==> src/rtl/pc_branch_ctrl_if.sv <==
// Branch/PC control bus between the decode/comparator side and pc_branch_ctrl.
// master: drives instruction/comparator inputs and consumes the PC, branch and trap outputs.
// slave : the pc_branch_ctrl block itself.
interface pc_branch_ctrl_if #(
    parameter int unsigned CNT_W = 16
);
    logic             i_stall;
    logic             i_is_branch;
    logic             i_is_jal;
    logic             i_is_jalr;
    logic [2:0]       i_br_type;
    logic             i_br_less;
    logic             i_br_equal;
    logic [31:0]      i_alu_target;
    logic             i_trap_ack;
    logic             o_br_un;
    logic [31:0]      o_pc;
    logic [31:0]      o_pc_four;
    logic             o_taken;
    logic             o_trap;
    logic [31:0]      o_trap_addr;
    logic [CNT_W-1:0] o_br_cnt;
    logic [CNT_W-1:0] o_taken_cnt;

    modport master (
        output i_stall, i_is_branch, i_is_jal, i_is_jalr, i_br_type,
               i_br_less, i_br_equal, i_alu_target, i_trap_ack,
        input  o_br_un, o_pc, o_pc_four, o_taken, o_trap, o_trap_addr,
               o_br_cnt, o_taken_cnt
    );

    modport slave (
        input  i_stall, i_is_branch, i_is_jal, i_is_jalr, i_br_type,
               i_br_less, i_br_equal, i_alu_target, i_trap_ack,
        output o_br_un, o_pc, o_pc_four, o_taken, o_trap, o_trap_addr,
               o_br_cnt, o_taken_cnt
    );
endinterface

==> src/rtl/pc_branch_ctrl.sv <==
// PC register and branch resolution stage.
// Decodes funct3 into the comparator unsigned-select, resolves taken/not-taken,
// selects the next PC (PC+4 / branch / JAL / JALR), traps on a misaligned
// redirect target and keeps saturating branch statistics.
// Ports: i_clk, i_rst_n (async active-low), bus (pc_branch_ctrl_if.slave).
// o_br_un, o_taken and o_pc_four are combinational; all other outputs are registered.
module pc_branch_ctrl #(
    parameter logic [31:0] RESET_PC = 32'h0000_0000,
    parameter logic [31:0] TRAP_VEC = 32'h0000_0100,
    parameter int unsigned CNT_W    = 16
) (
    input  logic            i_clk,
    input  logic            i_rst_n,
    pc_branch_ctrl_if.slave bus
);
    localparam logic [CNT_W-1:0] CNT_MAX = '1;

    typedef enum logic {
        ST_RUN  = 1'b0,
        ST_TRAP = 1'b1
    } state_t;

    state_t           state_q;
    logic [31:0]      pc_q;
    logic             trap_q;
    logic [31:0]      trap_addr_q;
    logic [CNT_W-1:0] br_cnt_q;
    logic [CNT_W-1:0] taken_cnt_q;

    logic        cond_c;
    logic [31:0] tgt_c;
    logic        taken_c;
    logic        mis_c;
    logic        count_c;
    logic [31:0] pc_four_c;

    // Branch condition from funct3 and comparator flags
    always_comb begin
        cond_c = 1'b0;
        unique case (bus.i_br_type)
            3'b000:         cond_c =  bus.i_br_equal;
            3'b001:         cond_c = !bus.i_br_equal;
            3'b100, 3'b110: cond_c =  bus.i_br_less;
            3'b101, 3'b111: cond_c = !bus.i_br_less;
            default:        cond_c = 1'b0;
        endcase
    end

    // Redirect target; JALR clears bit 0, bit 1 is what flags misalignment
    assign tgt_c     = bus.i_is_jalr ? (bus.i_alu_target & 32'hFFFF_FFFE) : bus.i_alu_target;
    assign taken_c   = (state_q == ST_RUN) &
                       (bus.i_is_jalr | bus.i_is_jal | (bus.i_is_branch & cond_c));
    assign mis_c     = taken_c & tgt_c[1];
    assign pc_four_c = pc_q + 32'd4;
    assign count_c   = (state_q == ST_RUN) & !bus.i_stall & !mis_c &
                       bus.i_is_branch & !bus.i_is_jal & !bus.i_is_jalr;

    // PC / trap FSM and saturating statistics
    always_ff @(posedge i_clk or negedge i_rst_n) begin
        if (!i_rst_n) begin
            state_q     <= ST_RUN;
            pc_q        <= RESET_PC;
            trap_q      <= 1'b0;
            trap_addr_q <= 32'h0;
            br_cnt_q    <= '0;
            taken_cnt_q <= '0;
        end else begin
            unique case (state_q)
                ST_RUN: begin
                    if (!bus.i_stall) begin
                        if (mis_c) begin
                            trap_addr_q <= tgt_c;
                            trap_q      <= 1'b1;
                            state_q     <= ST_TRAP;
                        end else begin
                            pc_q <= taken_c ? tgt_c : pc_four_c;
                        end
                    end
                end
                ST_TRAP: begin
                    if (bus.i_trap_ack) begin
                        pc_q    <= TRAP_VEC;
                        trap_q  <= 1'b0;
                        state_q <= ST_RUN;
                    end
                end
                default: state_q <= ST_RUN;
            endcase

            if (count_c) begin
                if (br_cnt_q != CNT_MAX) begin
                    br_cnt_q <= br_cnt_q + CNT_W'(1);
                end
                if (cond_c && (taken_cnt_q != CNT_MAX)) begin
                    taken_cnt_q <= taken_cnt_q + CNT_W'(1);
                end
            end
        end
    end

    assign bus.o_br_un     = bus.i_br_type[1];
    assign bus.o_pc        = pc_q;
    assign bus.o_pc_four   = pc_four_c;
    assign bus.o_taken     = taken_c;
    assign bus.o_trap      = trap_q;
    assign bus.o_trap_addr = trap_addr_q;
    assign bus.o_br_cnt    = br_cnt_q;
    assign bus.o_taken_cnt = taken_cnt_q;
endmodule

==> src/flat_wrapper.sv <==
// flat-port wrapper written by rule: the top's interface ports become plain ports
module pc_branch_ctrl_flat 
#(
    parameter logic [31:0] RESET_PC = 32'h0000_0000,
    parameter logic [31:0] TRAP_VEC = 32'h0000_0100,
    parameter int unsigned CNT_W    = 16
)
  (i_clk, i_rst_n, bus_i_stall, bus_i_is_branch, bus_i_is_jal, bus_i_is_jalr, bus_i_br_type, bus_i_br_less, bus_i_br_equal, bus_i_alu_target, bus_i_trap_ack, bus_o_br_un, bus_o_pc, bus_o_pc_four, bus_o_taken, bus_o_trap, bus_o_trap_addr, bus_o_br_cnt, bus_o_taken_cnt);
  pc_branch_ctrl_if #(.CNT_W(CNT_W)) bus_i ();
  input  logic i_clk;
  input  logic i_rst_n;
  input wire logic [$bits(bus_i.i_stall)-1:0] bus_i_stall;
  input wire logic [$bits(bus_i.i_is_branch)-1:0] bus_i_is_branch;
  input wire logic [$bits(bus_i.i_is_jal)-1:0] bus_i_is_jal;
  input wire logic [$bits(bus_i.i_is_jalr)-1:0] bus_i_is_jalr;
  input wire logic [$bits(bus_i.i_br_type)-1:0] bus_i_br_type;
  input wire logic [$bits(bus_i.i_br_less)-1:0] bus_i_br_less;
  input wire logic [$bits(bus_i.i_br_equal)-1:0] bus_i_br_equal;
  input wire logic [$bits(bus_i.i_alu_target)-1:0] bus_i_alu_target;
  input wire logic [$bits(bus_i.i_trap_ack)-1:0] bus_i_trap_ack;
  output wire logic [$bits(bus_i.o_br_un)-1:0] bus_o_br_un;
  output wire logic [$bits(bus_i.o_pc)-1:0] bus_o_pc;
  output wire logic [$bits(bus_i.o_pc_four)-1:0] bus_o_pc_four;
  output wire logic [$bits(bus_i.o_taken)-1:0] bus_o_taken;
  output wire logic [$bits(bus_i.o_trap)-1:0] bus_o_trap;
  output wire logic [$bits(bus_i.o_trap_addr)-1:0] bus_o_trap_addr;
  output wire logic [$bits(bus_i.o_br_cnt)-1:0] bus_o_br_cnt;
  output wire logic [$bits(bus_i.o_taken_cnt)-1:0] bus_o_taken_cnt;
  assign bus_i.i_stall = bus_i_stall;
  assign bus_i.i_is_branch = bus_i_is_branch;
  assign bus_i.i_is_jal = bus_i_is_jal;
  assign bus_i.i_is_jalr = bus_i_is_jalr;
  assign bus_i.i_br_type = bus_i_br_type;
  assign bus_i.i_br_less = bus_i_br_less;
  assign bus_i.i_br_equal = bus_i_br_equal;
  assign bus_i.i_alu_target = bus_i_alu_target;
  assign bus_i.i_trap_ack = bus_i_trap_ack;
  assign bus_o_br_un = bus_i.o_br_un;
  assign bus_o_pc = bus_i.o_pc;
  assign bus_o_pc_four = bus_i.o_pc_four;
  assign bus_o_taken = bus_i.o_taken;
  assign bus_o_trap = bus_i.o_trap;
  assign bus_o_trap_addr = bus_i.o_trap_addr;
  assign bus_o_br_cnt = bus_i.o_br_cnt;
  assign bus_o_taken_cnt = bus_i.o_taken_cnt;
  pc_branch_ctrl #(.RESET_PC(RESET_PC), .TRAP_VEC(TRAP_VEC), .CNT_W(CNT_W)) u_core (.i_clk(i_clk), .i_rst_n(i_rst_n), .bus(bus_i));
endmodule
==> config.mk <==
export PLATFORM = sky130hd
export DESIGN_NAME = pc_branch_ctrl_flat
export DESIGN_NICKNAME = d
export VERILOG_FILES = /design/src/rtl/pc_branch_ctrl_if.sv /design/src/rtl/pc_branch_ctrl.sv /design/src/flat_wrapper.sv
export SDC_FILE = /design/constraint.sdc
export NUM_CORES = 1
export LEC_CHECK = 0
export CORE_ASPECT_RATIO = 0.9
export CORE_UTILIZATION = 48
export CTS_BUF_LIST = sky130_fd_sc_hd__clkbuf_4
export CTS_CLUSTER_SIZE = 28
export DETAILED_ROUTE_END_ITERATION = 10
export PLACE_DENSITY = 0.8
export SETUP_SLACK_MARGIN = 0.4
export SLEW_MARGIN = 40
export SYNTH_ARGS = -nofsm -noshare
export SYNTH_HDL_FRONTEND = slang
export SYNTH_SLANG_ARGS = --single-unit
==> constraint.sdc <==
create_clock -name i_clk -period 2.2 [get_ports i_clk]
set_input_delay 0.22 -clock i_clk [delete_from_list [all_inputs] [get_ports i_clk]]
set_output_delay 0.22 -clock i_clk [all_outputs]
set_load 0.02 [all_outputs]
==> results.tsv <==
stage	metric	value	unit
status	outcome	complete, but fails checks	
status	violations	negative setup slack	
finish	drive_gt1_share	45.6	%
power_and_ir_drop	power_leakage	4.50	nW
synthesis	async_flop_share	100	%
finish	layout_common_cells	buf_4, clkdlybuf4s50_1, dfrtp_1	
timing	tns	-5.03	ns
synthesis	synth_ff_type	dfrtp_1	
critical_path	r2r_start	u_core.bus.o_pc[14]	
synthesis	synth_edf_count	0	
clock_tree	h-tree-depth	3	
synthesis	syn_avg_cell_area	10.5	um2
critical_path	path_cells	buf_6 > and4_4 > buf_4 > nand3_4 > nor3_4 > xor2_2 > buf_4	
finish	area_growth	77.4	%
route	drt_iter0_markers	536	
power_and_ir_drop	power_density	742	nW/um2
critical_path	crit_family	simple AND/OR/NAND/NOR gates	
route	drc_errors	0	
finish	fillerInstances	492	
global_route	grt-ovfl-total	0	
clock_tree	cts-buffers-inserted	9	
synthesis	synth_warnings	0	
finish	num_antenna_cells	0	
power_and_ir_drop	irDropWorstVdd	0.000572	V
finish	multi_input_area	3620	um2
power_and_ir_drop	finalPower	7.11	mW
floorplan	die_area	11700	um2
floorplan	start_util	49.6	%
synthesis	synth_area_leaders	dfrtp_1, mux2_2, xnor2_1	
synthesis	syn_nets	560	
synthesis	ys_seq_area_share	45.4	%
critical_path	start_kind	flop	
route	vias_per_cell	6.27	
route	wl_per_cell	24.1	um
critical_path	cp.buffers_inverters	3	
route	via_count	6173	
critical_path	worstPathRequired	1.98	ns
route	wirelength	23700	um
timing	max_clock_freq	0.388	GHz
global_route	grt_max_degree	54	
critical_path	cp_slowest_stage_delay	0.42	ns
timing	worst_pin_slew	0.526	ns
global_route	first_global_vias	5768	
finish	layout_commonest_cell	buf_4	
critical_path	crit_fanout	7	
flow_run	maxCapViolCount	0	
timing	hold_violations	0	
floorplan	dieWidth	114	um
route	dr.pass1.iters	5	
placed_design	dpl_cell_area	8330	um2
route	drtAntennaViolNets	0	
timing	rsz0062_at_grt	true	
clock_tree	cts_tree	built	
critical_path	end_kind	output port	
finish	nets	875	
placed_design	dp_worst_setup_slack	-0.235	ns
finish	fin_area	9580	um2
synthesis	synth_seq_cells	98	
critical_path	r2r_end	u_core.bus.o_pc[28]	
floorplan	core	10900	um2
critical_path	cp_slowest_cell	dfrtp_2	
timing	slew_violations	0	
timing	setup_viol_count_final	23	
timing	period_share	117	%
critical_path	r2r_cells	10	
synthesis	yosysTopAreaCell	dfrtp_1	
synthesis	netlist_area	5400	um2
global_route	grt_use_total	33.5	%
clock_tree	path_clk_slew	0.17	ns
hold_path	hold_path_class	in -> async	
synthesis	synth.distinct_cells	58	
timing	slew_headroom	64.9	%
global_route	grt_pass1_wl	29800	um
finish	ff_latch_area	2480	um2
clock_tree	clk_path_buf_depth	2	
floorplan	fp.dieH	103	um
floorplan	io_pins	175	
placed_design	gp_congestion	0.887	
floorplan	rows	36	
timing	period_minus_slack	2.58	ns
critical_path	rrSetupSlack	0.06	ns
placed_design	port-buffer-count	174	
global_route	antenna_found_initial	0	
finish	stdcell_count	985	
synthesis	synthCells	513	
critical_path	worstSetupPathType	reg -> out	
synthesis	synth_top_area_share	45.4	%
placed_design	dp.final_hpwl	13200	um
clock_tree	clock-sinks	98	
clock_tree	clockRootBuffer	clkbuf_4	
critical_path	arrival	2.36	ns
placed_design	dp.cells	912	
timing	finClkSkew	0.0283	ns
critical_path	cpMostUsedCell	buf_4	
clock_tree	insertion_delay	0.52	ns
timing	layout_setup_ws	-0.378	ns
==> per-layer routing <==
metal	vias to the layer above	global-route usage (%)	wire, um
li1	2537	-	-
met1	3047	43.0	8930
met2	466	54.8	11500
met3	123	8.35	2070
met4	0	14.2	1250
met5	-	0	0
==> report_power, final <==
part | internal, mW | switching, mW
Clock | 0.466 | 0.680
Combinational | 1.72 | 1.83
Sequential | 2.13 | 0.280
==> cells in the mapped netlist, types with 2 or more instances <==
library cell,instances
nand4_1,24
or2_2,5
nor2b_1,2
a22o_1,2
o31a_1,3
o21a_1,3
a22oi_1,2
nand3_1,29
mux2_2,33
a32o_1,2
xnor2_1,37
nor3_2,2
buf_2,4
mux2i_1,19
nor3_1,17
buf_4,3
o22ai_1,15
o21ai_0,16
and2_1,9
and3_1,15
and4_1,13
nand2_1,30
nor2_1,19
nor4_1,9
o2bb2ai_1,21
inv_1,8
xor2_1,14
a21oi_1,4
o211ai_1,2
dfrtp_1,98
or3_1,2
nand2b_1,2
buf_6,3
a211oi_1,2
clkbuf_1,18
or4_1,2
ha_1,3
==> what timing repair did <==
| action | 4_1_cts | 5_1_grt |
|---|---|---|
| pin swaps | 44 | 38 |
| hold endpoints to repair | 98 | 0 |
| hold buffers | 1 | 0 |
| resized for setup | 302 | 107 |
| setup buffers | 30 | 24 |
| gates cloned | 1 | 1 |
| setup endpoints to repair | 120 | 123 |
==> state kept, by name, summed over array words and instances, names as in the netlist <==
signal / cells
u_core.bus.o_pc: 32
u_core.bus.o_trap_addr: 32
u_core.bus.o_br_cnt: 16
u_core.bus.o_taken_cnt: 16
u_core.bus.o_trap: 1
u_core.state_q: 1
==> per-stage QoR <==
| stage | utilization, % | hold slack [ns] |
|---|---|---|
| after floorplan | - | -0.0756 |
| after global placement | 76.4 | 0.106 |
| after detailed placement | 76.4 | 0.112 |
| after CTS | 82.3 | 0.104 |
| after global routing | 87.9 | 0.107 |
| final | 87.9 | 0.104 |
==> worst max-delay path by stage <==
stage / from / slack (ns) / cells past startpoint / endpoint
2_1_floorplan: u_core.bus.o_pc[8] / 0.23 / 6 / bus_o_pc_four[23]
3_3_place_gp: u_core.bus.o_pc[3] / -0.17 / 5 / bus_o_pc_four[19]
3_5_place_dp: u_core.bus.o_pc[3] / -0.24 / 5 / bus_o_pc_four[23]
4_1_cts: u_core.bus.o_pc[15] / -0.24 / 7 / bus_o_pc_four[31]
5_1_grt: u_core.bus.o_pc[3] / -0.42 / 7 / bus_o_pc_four[20]
6_report: u_core.bus.o_pc[9] / -0.38 / 7 / bus_o_pc_four[20]
==> final cells by class <==
| class | instances | area share (%) |
|---|---|---|
| clock buffers | 10 | 0.784 |
| flip-flops and latches | 98 | 25.9 |
| clock inverters | 6 | 0.849 |
| repair buffers | 333 | 32.4 |
| multi-input cells | 377 | 37.7 |
| well taps | 152 | 1.99 |
| inverters | 9 | 0.379 |
==> kinds of logic (layout without fill, tap and decap cells) <==
logic type               after synthesis  after routing  share of synthesized area [%]
XOR/XNOR                              51             51                           8.27
buffers and inverters                 38            358                           3.36
AND/OR/NAND/NOR                      188            188                           20.2
flip-flops                            98             98                           45.4
multiplexers                          52             52                           10.4
AO/OA/AOI/OAI                         83             83                           11.6
adder cells (fa/ha/maj)                3              3                          0.695
(Power assumes the default switching activity.)
